===== src/rtl/ahb3lite_sram1rw.sv =====
// Zero-wait-state AHB3-Lite slave backed by a single-port word-organised SRAM.
// Writes commit at the end of their data phase; reads are served combinationally.
module ahb3lite_sram1rw #(
  parameter int unsigned MEM_SIZE   = 64,
  parameter int unsigned HADDR_SIZE = 16,
  parameter int unsigned HDATA_SIZE = 32
) (
  input  logic                  HCLK,
  input  logic                  HRESETn,
  input  logic                  HSEL,
  input  logic [HADDR_SIZE-1:0] HADDR,
  input  logic [HDATA_SIZE-1:0] HWDATA,
  input  logic                  HWRITE,
  input  logic [2:0]            HSIZE,
  input  logic [2:0]            HBURST,
  input  logic [3:0]            HPROT,
  input  logic [1:0]            HTRANS,
  input  logic                  HREADY,
  output logic                  HREADYOUT,
  output logic                  HRESP,
  output logic [HDATA_SIZE-1:0] HRDATA
);

  localparam int unsigned AddrW = $clog2(MEM_SIZE);
  localparam int unsigned Words = MEM_SIZE / 4;
  localparam int unsigned IdxW  = (AddrW > 2) ? AddrW - 2 : 1;

  localparam logic [1:0] TransNonseq = 2'b10;
  localparam logic [1:0] TransSeq    = 2'b11;

  logic [31:0] mem [Words];

  logic             accept;
  logic             commit;
  logic             dp_valid_q;
  logic             dp_write_q;
  logic [2:0]       dp_size_q;
  logic [AddrW-1:0] dp_addr_q;
  logic [IdxW-1:0]  word_idx;
  logic [3:0]       byte_en;

  // Burst type, protection and upper address bits carry no meaning here.
  logic unused_inputs;
  assign unused_inputs = ^{HBURST, HPROT, HADDR};

  assign accept = HSEL && HREADY && ((HTRANS == TransNonseq) || (HTRANS == TransSeq));
  assign commit = HRESETn && HREADY && dp_valid_q && dp_write_q;

  always_ff @(posedge HCLK) begin
    if (!HRESETn) begin
      dp_valid_q <= 1'b0;
      dp_write_q <= 1'b0;
      dp_size_q  <= 3'd0;
      dp_addr_q  <= '0;
    end else if (HREADY) begin
      dp_valid_q <= accept;
      if (accept) begin
        dp_write_q <= HWRITE;
        dp_size_q  <= HSIZE;
        dp_addr_q  <= HADDR[AddrW-1:0];
      end
    end
  end

  if (AddrW > 2) begin : gen_idx
    assign word_idx = dp_addr_q[AddrW-1:2];
  end else begin : gen_idx_single
    assign word_idx = '0;
  end

  always_comb begin
    byte_en = 4'b1111;
    case (dp_size_q)
      3'd0:    byte_en = 4'b0001 << dp_addr_q[1:0];
      3'd1:    byte_en = dp_addr_q[1] ? 4'b1100 : 4'b0011;
      default: byte_en = 4'b1111;
    endcase
  end

  // Memory has no reset; contents survive HRESETn.
  always_ff @(posedge HCLK) begin
    if (commit) begin
      for (int b = 0; b < 4; b++) begin
        if (byte_en[b]) begin
          mem[word_idx][8*b +: 8] <= HWDATA[8*b +: 8];
        end
      end
    end
  end

  assign HRDATA    = (dp_valid_q && !dp_write_q) ? mem[word_idx] : '0;
  assign HREADYOUT = 1'b1;
  assign HRESP     = 1'b0;

endmodule


===== config.mk =====
export PLATFORM = sky130hd
export DESIGN_NAME = ahb3lite_sram1rw
export DESIGN_NICKNAME = d
export VERILOG_FILES = /design/src/rtl/ahb3lite_sram1rw.sv
export SDC_FILE = /design/constraint.sdc
export NUM_CORES = 1
export LEC_CHECK = 0
export BUFFER_PORTS_ARGS = -buffer_cell sky130_fd_sc_hd__buf_2
export CAP_MARGIN = 20
export CELL_PAD_IN_SITES_DETAIL_PLACEMENT = 1
export CELL_PAD_IN_SITES_GLOBAL_PLACEMENT = 1
export CORE_MARGIN = 3
export CORE_UTILIZATION = 45
export DETAILED_ROUTE_END_ITERATION = 12
export GPL_ROUTABILITY_DRIVEN = 0
export PLACE_DENSITY_LB_ADDON = 0.1
export SETUP_SLACK_MARGIN = 0.05
export SYNTH_ARGS = -nofsm -noshare
export SYNTH_HDL_FRONTEND = slang
export SYNTH_SLANG_ARGS = --single-unit

===== constraint.sdc =====
create_clock -name HCLK -period 2.8 [get_ports HCLK]
set_input_delay 0.28 -clock HCLK [delete_from_list [all_inputs] [get_ports HCLK]]
set_output_delay 0.28 -clock HCLK [all_outputs]
set_load 0.01 [all_outputs]

==> flow_summary.toml <==
[outcome]
status = "complete, no violations"

[cells_and_area]
num-fill-cells = 4247
finalNonFillerCells = 2014
postLayoutCellArea_um2 = 24000
syn_to_final_growth_pct = 15.07
drive_above_1_share = 0.1733
multi_input_area_um2 = 4616
regArea_um2 = 15680
antennaDiodeCount = 0
nets = 1439

[clock_network]
cts_buffer_depth = 3
cts.reportedPaths.clkPinSlew_ns = 0.06
clk_latency_ns = 0.59
cts_tree = "done"
cts_made_buffers = 55
clock-sinks = 527
clock-root-buffer = "clkbuf_16"
htree_levels = 2

[timing]
period_share = 0.9352
rsz0062_at_grt = "true"
finalMaxSlewViolations = 0
tns_ns = 0
worst_pin_slew_ns = 0.6299
whs_ns = 0.05283
max_clock_freq_ghz = 0.3819
skew_ns = 0.01531
final_hold_viol_count = 0
fin_crit_ns = 2.619
relSlewSlack = 0.5801
setup_viol = 0

[pwr]
internal-power_mw = 13.05
swShare = 0.1950
vdd_drop_max_mv = 0.4170
seqPwrFrac = 0.534
power_mw = 16.21
combPwrFrac = 0.030
switching_power_mw = 3.162
powerDensity_nw_per_um2 = 675.6
leakage_nw = 7.590
pwr-share-clk = 0.436

[place]
place_inst = 1909
port_buffers = 78
hpwl_um = 28090
placed_area_um2 = 22140

[synth]
ys_seq_area_frac = 0.7516
synth-edff-count = 512
synth_nets = 1285
synth_compound_area_frac = 0.05100
muxShareOfSynthArea = 0.1229
yosys.area_share.simple = 0.04566
yosysWarnings = 0
ys_async_sr_fraction = 0
synth_fa_ha_area_frac = 0
synth-main-ff-cell = "edfxtp_1"
synth_cell_types = 27
synthXorXnorAreaFrac = 0
syn_area_um2 = 20860
syn_inst = 1220
synth_top_family_by_area = "multiplexers"
post_synth.cell_area_avg_um2 = 17.09
ys_seq_elements = 527

[route]
vias = 11110
first_pass_iters = 5
post_drt_wl_per_cell_um = 24.19
finalWirelength_um = 48720
viasPerCell = 5.516
drtIter0Drc = 738
drc = 0
ant_nets = 0

[critical_path]
endpoint_kind = "output port"
critPathMaxFanout = 37
crit_type = "reg2out"
critPathArrivalTime_ns = 2.34
cp-start-kind = "register"
required_ns = 2.52

[global_route]
grt_max_degree = 60
grt_pass1_wl_um = 73150
antenna_found_initial = 0
grt_use_met2 = 0.3291
grtUsageMet3 = 0.03383
busiest_layer = "met2"
track_usage = 0.1980
grt_overflow = 0
grt_pass1_vias = 11450
met1_usage = 0.2776

[floorplan]
ios = 99
fp.dieW_um = 221.3
core_area_um2 = 45580
chipHeight_um = 221.3
dieArea_um2 = 48960
num_rows = 78
start_util = 0.4576

[flow_run]
cap_violations = 0

[worst_hold_path]
hp-class = "in2reg"
==> state kept, by name, indices dropped and copies added (netlist names), named ones only <==
name,cells
dp_size_q,3
dp_write_q,1
dp_addr_q,6
mem,512
dp_valid_q,1
==> synth_stat cells, drive strengths merged (4+ instances only) <==
cell type,number,area share
a22oi,128,0.046
nor2b,7,0.0021
dfxtp,15,0.014
nand3,71,0.017
nor2,69,0.012
edfxtp,512,0.74
nand2,65,0.012
o21ai,4,0.00096
buf,64,0.027
a21boi,11,0.0040
clkbuf,8,0.0016
mux2i,256,0.12
==> metrics by stage <==
stage / worst slack [ns] / utilization
3_5_place_dp: 0.7569 / 0.4857
5_1_grt: 0.03137 / 0.5265
2_1_floorplan: 1.157 / -
3_3_place_gp: 0.7564 / 0.4857
6_report: 0.1814 / 0.5265
4_1_cts: 0.09606 / 0.5262
==> worst paths after layout <==
check             depth (start not counted)  slack, ns            to         start
setup / recovery                          6       0.18    HRDATA[19]      register
hold / removal                            2       0.05  dp_size_q[1]       HRESETn
setup reg to reg                          4       0.97     mem[9][7]    dp_write_q
hold reg to reg                           2       0.47  dp_size_q[1]  dp_size_q[1]
==> power by group through the flow <==
stage / logic (mW) / clock network [mW] / registers, mW
3_3_place_gp: 0.457 / 0 / 8.83
5_1_grt: 0.527 / 7.58 / 8.66
6_report: 0.479 / 7.07 / 8.66
2_1_floorplan: 0.275 / 0 / 8.82
3_5_place_dp: 0.473 / 0 / 8.83
4_1_cts: 0.483 / 7.25 / 8.66
==> layout make-up <==
type	count	area share
sequential	527	0.6533
multi-input combinational	620	0.1923
clock buffer	76	0.06533
timing repair buffer	169	0.04932
tap	600	0.03128
clock inverter	21	0.008238
inverter	1	0.0001564
==> cell families (layout without fill, tap and decap cells) <==
family / after synthesis / after routing
DFF: 527 / 527
muxes: 256 / 256
AOI/OAI and AO/OA: 143 / 143
and+or+nand+nor: 219 / 219
buffers and inverters: 73 / 267
other: 2 / 2
==> critical path, stage by stage (launching register included) <==
cell and delay, ns:
dfxtp_1 0.45, nor2b_4 0.19, buf_4 0.52, a22oi_1 0.14, nand3_1 0.20, nand2_1 0.08
buf_2 0.15
==> cell usage in the layout, fill, tap and decap left out, types with 2 or more instances in the layout <==
cell,instances
buf_12,5
clkbuf_16,57
buf_6,2
nand3_1,71
mux2i_1,256
bufinv_16,4
a22oi_1,128
clkbuf_1,12
buf_2,78
clkinv_2,8
dfxtp_1,14
buf_4,75
clkbuf_8,7
nand2_1,65
nor2b_1,5
nor2b_4,2
edfxtp_1,512
o21ai_0,4
clkinv_1,8
a21boi_0,11
nor2_1,68
dlygate4sd3_1,8
conb_1,2
==> metal layers <==
| metal | up-vias | wire length [µm] |
|---|---|---|
| met1 | 5759 | 22260 |
| met4 | 0 | 728 |
| met2 | 199 | 23920 |
| li1 | 5087 | - |
| met3 | 64 | 1816 |
| met5 | - | 0 |
==> what timing repair did <==
item	4_1_cts	5_1_grt
hold buffers	8	0
gates resized for setup	0	3
setup buffers	0	0
hold endpoints to repair	9	0
setup endpoints to repair	0	5
Note: power is estimated with default switching activity, not from simulation.
